File: config.mk
export PLATFORM = sky130hd
export DESIGN_NAME = router_header_rewrite
export DESIGN_NICKNAME = d
export VERILOG_FILES = /design/src/rtl/router_header_rewrite_pkg.sv /design/src/rtl/fallthrough_small_fifo.sv /design/src/rtl/ipv4_ttl_csum_update.sv /design/src/rtl/router_header_rewrite.sv
export SDC_FILE = /design/constraint.sdc
export NUM_CORES = 2
export LEC_CHECK = 0
export ABC_AREA = 1
export CAP_MARGIN = 20
export CORE_AREA = 2 2 462 464
export CTS_BUF_LIST = sky130_fd_sc_hd__clkbuf_4 sky130_fd_sc_hd__clkbuf_8
export CTS_CLUSTER_DIAMETER = 50
export DETAILED_ROUTE_END_ITERATION = 10
export DIE_AREA = 0 0 464 466
export SLEW_MARGIN = 20
export SYNTH_ARGS = -nofsm -noshare
export SYNTH_HDL_FRONTEND = slang
export SYNTH_SLANG_ARGS = --single-unit
File: constraint.sdc
create_clock -name AXI_ACLK -period 49.5 [get_ports AXI_ACLK]
set_clock_uncertainty 0.1 [all_clocks]
set_input_delay 4.95 -clock AXI_ACLK [delete_from_list [all_inputs] [get_ports AXI_ACLK]]
set_output_delay 4.95 -clock AXI_ACLK [all_outputs]
set_load 0.005 [all_outputs]
File: src/rtl/router_header_rewrite_pkg.sv
// ============================================================================
// router_header_rewrite_pkg : header offsets, port codes and shared types
// Rev 1.0
// ============================================================================
`default_nettype none

package router_header_rewrite_pkg;

   localparam int HDR_DST_MAC_LSB   = 208;
   localparam int HDR_SRC_MAC_LSB   = 160;
   localparam int HDR_ETHERTYPE_LSB = 144;
   localparam int HDR_TTL_LSB       = 72;
   localparam int HDR_CSUM_LSB      = 48;

   localparam logic [15:0] ETHERTYPE_IPV4 = 16'h0800;

   localparam logic [7:0] PORT0_CODE = 8'h01;
   localparam logic [7:0] PORT1_CODE = 8'h04;
   localparam logic [7:0] PORT2_CODE = 8'h10;
   localparam logic [7:0] PORT3_CODE = 8'h40;

   localparam logic [15:0] TTL_DEC_CONST = 16'h0100;

   typedef enum logic [0:0] {
      ST_HEADER = 1'b0,
      ST_BODY   = 1'b1
   } out_state_e;

   typedef struct packed {
      logic        arp_hit;
      logic [47:0] dest_mac;
      logic [7:0]  oq;
   } meta_t;

endpackage

`default_nettype wire

File: src/rtl/fallthrough_small_fifo.sv
// ============================================================================
// fallthrough_small_fifo : small FIFO whose head entry is visible on dout_o
// Rev 1.0
// ============================================================================
`default_nettype none

module fallthrough_small_fifo #(
   parameter int WIDTH          = 8,
   parameter int MAX_DEPTH_BITS = 2,
   parameter int NEARLY_FULL    = (1 << MAX_DEPTH_BITS) - 1
) (
   input  logic             clk_i,
   input  logic             rst_n_i,
   input  logic [WIDTH-1:0] din_i,
   input  logic             wr_en_i,
   input  logic             rd_en_i,
   output logic [WIDTH-1:0] dout_o,
   output logic             full_o,
   output logic             nearly_full_o,
   output logic             empty_o
);

   localparam int DEPTH = 1 << MAX_DEPTH_BITS;

   logic [WIDTH-1:0]          mem_q [DEPTH];
   logic [MAX_DEPTH_BITS-1:0] wr_ptr_q;
   logic [MAX_DEPTH_BITS-1:0] rd_ptr_q;
   logic [MAX_DEPTH_BITS:0]   count_q;
   logic                      w_wr;
   logic                      w_rd;

   assign full_o        = (count_q == (MAX_DEPTH_BITS+1)'(DEPTH));
   assign nearly_full_o = (count_q >= (MAX_DEPTH_BITS+1)'(NEARLY_FULL));
   assign empty_o       = (count_q == '0);
   assign dout_o        = mem_q[rd_ptr_q];

   assign w_wr = wr_en_i && !full_o;
   assign w_rd = rd_en_i && !empty_o;

   always_ff @(posedge clk_i) begin
      if (w_wr) begin
         mem_q[wr_ptr_q] <= din_i;
      end
   end

   always_ff @(posedge clk_i or negedge rst_n_i) begin
      if (!rst_n_i) begin
         wr_ptr_q <= '0;
         rd_ptr_q <= '0;
         count_q  <= '0;
      end else begin
         if (w_wr) wr_ptr_q <= wr_ptr_q + 1'b1;
         if (w_rd) rd_ptr_q <= rd_ptr_q + 1'b1;
         case ({w_wr, w_rd})
            2'b10:   count_q <= count_q + 1'b1;
            2'b01:   count_q <= count_q - 1'b1;
            default: count_q <= count_q;
         endcase
      end
   end

endmodule

`default_nettype wire

File: src/rtl/ipv4_ttl_csum_update.sv
// ============================================================================
// ipv4_ttl_csum_update : TTL decrement with incremental one's-complement fix
// Rev 1.0
// ============================================================================
`default_nettype none

module ipv4_ttl_csum_update
   import router_header_rewrite_pkg::*;
(
   input  logic [7:0]  ttl_i,
   input  logic [15:0] csum_i,
   output logic [7:0]  ttl_o,
   output logic [15:0] csum_o
);

   logic [16:0] w_sum;

   assign ttl_o = ttl_i - 8'd1;
   assign w_sum = {1'b0, csum_i} + {1'b0, TTL_DEC_CONST};
   // After a carry the low half is at most 0x00FF, so the end-around add cannot carry again.
   assign csum_o = w_sum[15:0] + {15'd0, w_sum[16]};

endmodule

`default_nettype wire

File: src/rtl/router_header_rewrite.sv
// ============================================================================
// router_header_rewrite : MAC/TTL/checksum/TUSER rewrite and CPU punt stage
// Rev 1.0
// ============================================================================
`default_nettype none

module router_header_rewrite
   import router_header_rewrite_pkg::*;
#(
   parameter int C_M_AXIS_DATA_WIDTH  = 256,
   parameter int C_S_AXIS_DATA_WIDTH  = 256,
   parameter int C_M_AXIS_TUSER_WIDTH = 128,
   parameter int C_S_AXIS_TUSER_WIDTH = 128,
   parameter int SRC_PORT_POS         = 16,
   parameter int DST_PORT_POS         = 24
) (
   input  logic                              AXI_ACLK,
   input  logic                              AXI_RESETN,
   input  logic [C_S_AXIS_DATA_WIDTH-1:0]    S_AXIS_TDATA,
   input  logic [C_S_AXIS_DATA_WIDTH/8-1:0]  S_AXIS_TSTRB,
   input  logic [C_S_AXIS_TUSER_WIDTH-1:0]   S_AXIS_TUSER,
   input  logic                              S_AXIS_TVALID,
   input  logic                              S_AXIS_TLAST,
   output logic                              S_AXIS_TREADY,
   output logic [C_M_AXIS_DATA_WIDTH-1:0]    M_AXIS_TDATA,
   output logic [C_M_AXIS_DATA_WIDTH/8-1:0]  M_AXIS_TSTRB,
   output logic [C_M_AXIS_TUSER_WIDTH-1:0]   M_AXIS_TUSER,
   output logic                              M_AXIS_TVALID,
   output logic                              M_AXIS_TLAST,
   input  logic                              M_AXIS_TREADY,
   input  logic                              arp_hit,
   input  logic [47:0]                       dest_mac,
   input  logic [31:0]                       oq_reg_out,
   input  logic [47:0]                       mac0,
   input  logic [47:0]                       mac1,
   input  logic [47:0]                       mac2,
   input  logic [47:0]                       mac3,
   output logic [31:0]                       fwd_count,
   output logic [31:0]                       punt_count
);

   localparam int DW     = C_S_AXIS_DATA_WIDTH;
   localparam int SW     = C_S_AXIS_DATA_WIDTH / 8;
   localparam int UW     = C_S_AXIS_TUSER_WIDTH;
   localparam int FIFO_W = 1 + UW + SW + DW;
   localparam int META_W = $bits(meta_t);

   logic              w_accept;
   logic              in_hdr_q;
   logic              meta_pend_q;
   logic              w_data_empty;
   logic              w_data_nfull;
   logic              w_meta_empty;
   logic [FIFO_W-1:0] w_data_dout;
   logic [META_W-1:0] w_meta_dout;
   meta_t             w_meta_din;
   meta_t             w_meta;
   logic              unused_data_full;
   logic              unused_meta_full;
   logic              unused_meta_nfull;
   logic              unused_oq_hi;

   logic [DW-1:0]     w_head_tdata;
   logic [SW-1:0]     w_head_tstrb;
   logic [UW-1:0]     w_head_tuser;
   logic              w_head_tlast;

   out_state_e        state_q;
   logic              w_out_fire;
   logic              w_hdr_fire;
   logic              w_bypass;
   logic              w_oq_ok;
   logic [47:0]       w_src_mac;
   logic              w_forward;
   logic              w_punt;
   logic [7:0]        w_src_byte;
   logic [7:0]        w_new_ttl;
   logic [15:0]       w_new_csum;
   logic [DW-1:0]     w_tdata_d;
   logic [UW-1:0]     w_tuser_d;
   logic [31:0]       fwd_count_q;
   logic [31:0]       punt_count_q;

   assign unused_oq_hi  = ^oq_reg_out[31:8];
   assign S_AXIS_TREADY = AXI_RESETN && !w_data_nfull;
   assign w_accept      = S_AXIS_TVALID && S_AXIS_TREADY;

   // Sideband from the ARP stage settles one cycle after the header beat is accepted.
   always_ff @(posedge AXI_ACLK or negedge AXI_RESETN) begin
      if (!AXI_RESETN) begin
         in_hdr_q    <= 1'b1;
         meta_pend_q <= 1'b0;
      end else begin
         meta_pend_q <= w_accept && in_hdr_q;
         if (w_accept) in_hdr_q <= S_AXIS_TLAST;
      end
   end

   assign w_meta_din.arp_hit  = arp_hit;
   assign w_meta_din.dest_mac = dest_mac;
   assign w_meta_din.oq       = oq_reg_out[7:0];

   fallthrough_small_fifo #(
      .WIDTH          (FIFO_W),
      .MAX_DEPTH_BITS (2)
   ) u_data_fifo (
      .clk_i         (AXI_ACLK),
      .rst_n_i       (AXI_RESETN),
      .din_i         ({S_AXIS_TLAST, S_AXIS_TUSER, S_AXIS_TSTRB, S_AXIS_TDATA}),
      .wr_en_i       (w_accept),
      .rd_en_i       (w_out_fire),
      .dout_o        (w_data_dout),
      .full_o        (unused_data_full),
      .nearly_full_o (w_data_nfull),
      .empty_o       (w_data_empty)
   );

   fallthrough_small_fifo #(
      .WIDTH          (META_W),
      .MAX_DEPTH_BITS (2)
   ) u_meta_fifo (
      .clk_i         (AXI_ACLK),
      .rst_n_i       (AXI_RESETN),
      .din_i         (w_meta_din),
      .wr_en_i       (meta_pend_q),
      .rd_en_i       (w_hdr_fire),
      .dout_o        (w_meta_dout),
      .full_o        (unused_meta_full),
      .nearly_full_o (unused_meta_nfull),
      .empty_o       (w_meta_empty)
   );

   assign w_meta = meta_t'(w_meta_dout);
   assign {w_head_tlast, w_head_tuser, w_head_tstrb, w_head_tdata} = w_data_dout;

   assign M_AXIS_TVALID = (state_q == ST_HEADER) ? (!w_data_empty && !w_meta_empty)
                                                 : !w_data_empty;
   assign w_out_fire    = M_AXIS_TVALID && M_AXIS_TREADY;
   assign w_hdr_fire    = w_out_fire && (state_q == ST_HEADER);

   always_comb begin
      w_oq_ok   = 1'b1;
      w_src_mac = '0;
      case (w_meta.oq)
         PORT0_CODE: w_src_mac = mac0;
         PORT1_CODE: w_src_mac = mac1;
         PORT2_CODE: w_src_mac = mac2;
         PORT3_CODE: w_src_mac = mac3;
         default:    w_oq_ok   = 1'b0;
      endcase
   end

   assign w_src_byte = w_head_tuser[SRC_PORT_POS +: 8];
   assign w_bypass   = (w_head_tuser[DST_PORT_POS +: 8] != 8'd0);
   assign w_forward  = w_meta.arp_hit && !w_bypass && w_oq_ok
                    && (w_head_tdata[HDR_ETHERTYPE_LSB +: 16] == ETHERTYPE_IPV4)
                    && (w_head_tdata[HDR_TTL_LSB +: 8] > 8'd1);
   assign w_punt     = !w_bypass && !w_forward;

   ipv4_ttl_csum_update u_ttl_csum (
      .ttl_i  (w_head_tdata[HDR_TTL_LSB +: 8]),
      .csum_i (w_head_tdata[HDR_CSUM_LSB +: 16]),
      .ttl_o  (w_new_ttl),
      .csum_o (w_new_csum)
   );

   always_comb begin
      w_tdata_d = w_head_tdata;
      w_tuser_d = w_head_tuser;
      if (state_q == ST_HEADER) begin
         if (w_forward) begin
            w_tdata_d[HDR_DST_MAC_LSB +: 48] = w_meta.dest_mac;
            w_tdata_d[HDR_SRC_MAC_LSB +: 48] = w_src_mac;
            w_tdata_d[HDR_TTL_LSB +: 8]      = w_new_ttl;
            w_tdata_d[HDR_CSUM_LSB +: 16]    = w_new_csum;
            w_tuser_d[DST_PORT_POS +: 8]     = w_meta.oq;
         end else if (w_punt) begin
            // CPU queue of port i sits one bit above the port's own one-hot bit.
            w_tuser_d[DST_PORT_POS +: 8]     = {w_src_byte[6:0], 1'b0};
         end
      end
   end

   assign M_AXIS_TDATA = w_tdata_d;
   assign M_AXIS_TUSER = w_tuser_d;
   assign M_AXIS_TSTRB = w_head_tstrb;
   assign M_AXIS_TLAST = w_head_tlast;

   always_ff @(posedge AXI_ACLK or negedge AXI_RESETN) begin
      if (!AXI_RESETN) begin
         state_q      <= ST_HEADER;
         fwd_count_q  <= '0;
         punt_count_q <= '0;
      end else if (w_out_fire) begin
         if (state_q == ST_HEADER) begin
            if (!w_head_tlast) state_q <= ST_BODY;
            if (w_forward)   fwd_count_q  <= fwd_count_q + 32'd1;
            else if (w_punt) punt_count_q <= punt_count_q + 32'd1;
         end else if (w_head_tlast) begin
            state_q <= ST_HEADER;
         end
      end
   end

   assign fwd_count  = fwd_count_q;
   assign punt_count = punt_count_q;

endmodule

`default_nettype wire

==> results.py <==
metrics = {
    "status": {
        "status": "finished clean",
    },
    "sta": {
        "final.setup.tns_ps": 0,
        "worst_pin_slew_ps": 1270,
        "finalMaxSlewViolations": 0,
        "fin_crit_ps": 12610,
        "min_period_over_period": 0.255,
        "rsz0062_at_grt": "no",
        "relSlewSlack": 0.155,
        "finalSetupViolCount": 0,
        "hold_viol_final": 0,
        "fmax_ghz": 0.0793,
    },
    "die": {
        "initial_core_util": 0.373,
        "core-area_mm2": 0.211,
        "boundaryPins": 1177,
        "rows": 169,
        "die_area_mm2": 0.216,
        "die_y_um": 466,
        "die_x_um": 464,
    },
    "route": {
        "vias": 54100,
        "drt-total-wl_um": 258000,
        "drtPass1Iterations": 5,
        "viasPerCell": 5.15,
        "ant_nets": 0,
        "drcViolationCount": 0,
        "wl_per_cell_um": 24.6,
        "drt_iter0_markers": 4031,
    },
    "clock_network": {
        "cts_buffers": 349,
        "cts_tree": "yes",
        "cts.sinks": 1977,
        "cts_setup_buffers": 0,
        "ctsRootBufferMaster": "clkbuf_8",
        "h-tree-depth": 5,
        "clk_pin_slew_worst_paths_ps": 50,
        "cts_max_path_buffers": 4,
        "cts-hold-fix-buffers": 0,
        "clk-insertion-delay-late_ps": 1040,
        "cts.repair.resized": 0,
    },
    "min_path": {
        "holdPathEnd": "in_hdr_q",
        "min_path_cells": 2,
        "hp-class": "flip-flop to flip-flop",
        "hold_start": "in_hdr_q",
    },
    "worst_setup_path": {
        "critPathRequiredTime_ps": 44450,
        "crit_arrival_ps": 7560,
        "rr_worst_depth": 8,
        "crit_fanout": 1,
        "criticalPathCategory": "primary input to primary output",
        "path_cells": "clkdlybuf4s50_1 > nand2_1 > nand4_1 > nand2_1 > o21ai_1 > clkdlybuf4s50_1",
        "cp-start-kind": "primary input",
        "regToRegEndpoint": "u_data_fifo.mem_q[2][291]",
        "ff2ff_setup_slack_ps": 44280,
        "crit_slowest_cell": "clkdlybuf4s50_1",
        "cp_num_buf_inv": 2,
        "critPathTopFamily": "buffers and inverters",
        "cpPeakStageDelay_ps": 640,
        "cp.depth": 6,
        "crit_path_end_kind": "primary output",
        "timing.rr.start": "u_data_fifo.count_q[2]",
    },
    "synth": {
        "synthArstFlopShare": 0.0410,
        "synth_most_common_cell": "edfxtp_1",
        "synth.top_cell.area_share": 0.723,
        "synth_warnings": 0,
        "yosysUniqueCellTypes": 42,
        "ys_ff_latch": 1977,
        "syn_inst": 6181,
        "ys_top_cells_by_count": "edfxtp_1 (1896), nand2_1 (1174), nor2_1 (756)",
        "synthFlopType": "edfxtp_1",
        "synth_edf_count": 1896,
        "syn_avg_cell_area_um2": 12.7,
        "ys_seq_area_frac": 0.749,
        "synth.area.top_cells": "edfxtp_1 (72%), nand2_1 (5.6%), o21ai_0 (4.5%)",
        "yosys.area.top_type": "edfxtp_1",
        "postSynthNetCount": 6895,
        "syn-cell-area_mm2": 0.0787,
    },
    "place": {
        "hpwl_um": 167000,
        "io_buffer_count": 1152,
        "dp_cells": 9843,
        "finalWeightedCongestion": 0.947,
    },
    "final_layout": {
        "drive_above_1_share": 0.0819,
        "finalNetCount": 8089,
        "area_delta_synth_final_pct": 26.5,
        "stdcell_count": 10500,
    },
    "pwr": {
        "vdd_drop_max_v": 0.0000443,
        "leakage_nw": 33.4,
        "total_power_mw": 5.42,
        "power.density_mw_per_mm2": 54.4,
    },
    "job": {
        "cap_violations": 0,
    },
    "grt": {
        "grt.total_usage": 0.231,
        "antenna_found_initial": 100,
        "grt_pass1_wl_um": 366000,
        "grt_overflow": 0,
        "grt_max_degree": 233,
        "grt_pass1_vias": 52300,
    },
}
## stage by stage
stage	cell area, um^2	util	hold slack (ps)	setup WS, ps
2_1_floorplan	78700	-	351	25450
3_3_place_gp	92800	0.439	361	36900
3_5_place_dp	92800	0.439	373	36880
4_1_cts	99400	0.470	382	36380
5_1_grt	99500	0.471	415	36330
6_report	99500	0.471	383	36890
## logic make-up (layout without fill, tap and decap cells)
group / Yosys count / count (layout) / share of synthesized area
xor+xnor: 67 / 67 / 0.00746
simple gates: 2238 / 2238 / 0.114
other cells: 0 / 46 / 0
mux: 1 / 1 / 0.000127
fa+ha+maj: 20 / 20 / 0.00337
buf+inv: 549 / 1997 / 0.0300
flops: 1977 / 1977 / 0.749
compound gates: 1329 / 1329 / 0.0960
## cell type report
type	instances	area [um^2]
Timing Repair Buffer	1221	12200
Tap cell	2821	3530
Antenna cell	46	115
Fill cell	18700	112000
Multi-Input combinational cell	3655	17500
Clock inverter	133	857
Clock buffer	472	5750
Inverter	171	669
Sequential cell	1977	59000
## placed cells by master (no fill, tap or decap), types with 7 or more instances in the layout
cell             netlist  routed
edfxtp_1            1896    1896
nand2_1             1174    1174
clkdlybuf4s50_1        0    1151
nor2_1               756     747
o21ai_0              704     704
clkbuf_8               0     353
o22ai_1              322     322
inv_1                165     161
nand3_1              156     156
clkbuf_4               0     119
a21oi_1              103     103
a32o_1                96      96
o21ai_1               95      95
nand4_1               93      93
clkinv_1               1      89
dfrtp_1               80      76
buf_4                 11      60
diode_2                0      46
xor2_1                40      40
nor3_1                30      30
xnor2_1               27      27
clkinv_2               0      19
ha_1                  18      18
nor2_2                 9      10
nor4_1                10      10
bufinv_16              0       9
buf_12                 0       9
nor2_4                 0       8
clkinvlp_4             0       7
## flip-flops by register name, summed over array words and instances (netlist names)
name and cells:
u_meta_fifo.rd_ptr_q 2, u_meta_fifo.count_q 3, fwd_count 32, u_data_fifo.wr_ptr_q 2
u_data_fifo.mem_q 1668, u_data_fifo.rd_ptr_q 2, meta_pend_q 1, u_data_fifo.count_q 3
state_q 1, u_meta_fifo.mem_q 228, in_hdr_q 1, punt_count 32
u_meta_fifo.wr_ptr_q 2
## worst max-delay path by stage
stage                                  from                 endpoint
finish                              mac0[3]        M_AXIS_TDATA[163]
global route        u_data_fifo.rd_ptr_q[1]        M_AXIS_TUSER[127]
CTS                 u_data_fifo.rd_ptr_q[1]        M_AXIS_TUSER[127]
detailed placement                  mac0[3]        M_AXIS_TDATA[163]
global placement                    mac0[3]        M_AXIS_TDATA[163]
floorplan                        AXI_RESETN  u_data_fifo.mem_q[0][0]
## worst min-delay path: cells and delay by family (launching register included)
family          cells  cell delay [ps]
compound gates      1               60
flops               1              360
buf+inv             1               60
## power by group
part | total, mW | internal [mW] | switching (mW)
registers | 2.00 | 1.95 | 0.0470
clock network | 1.45 | 0.797 | 0.654
logic | 1.97 | 0.793 | 1.18
## layer usage
metal / vias up / GRT usage / wire [um]
li1: 25000 / - / -
met1: 26500 / 0.275 / 100000
met2: 2069 / 0.367 / 122000
met3: 481 / 0.0870 / 24400
met4: 74 / 0.114 / 11300
met5: - / 0 / 482
(Power assumes the default switching activity.)
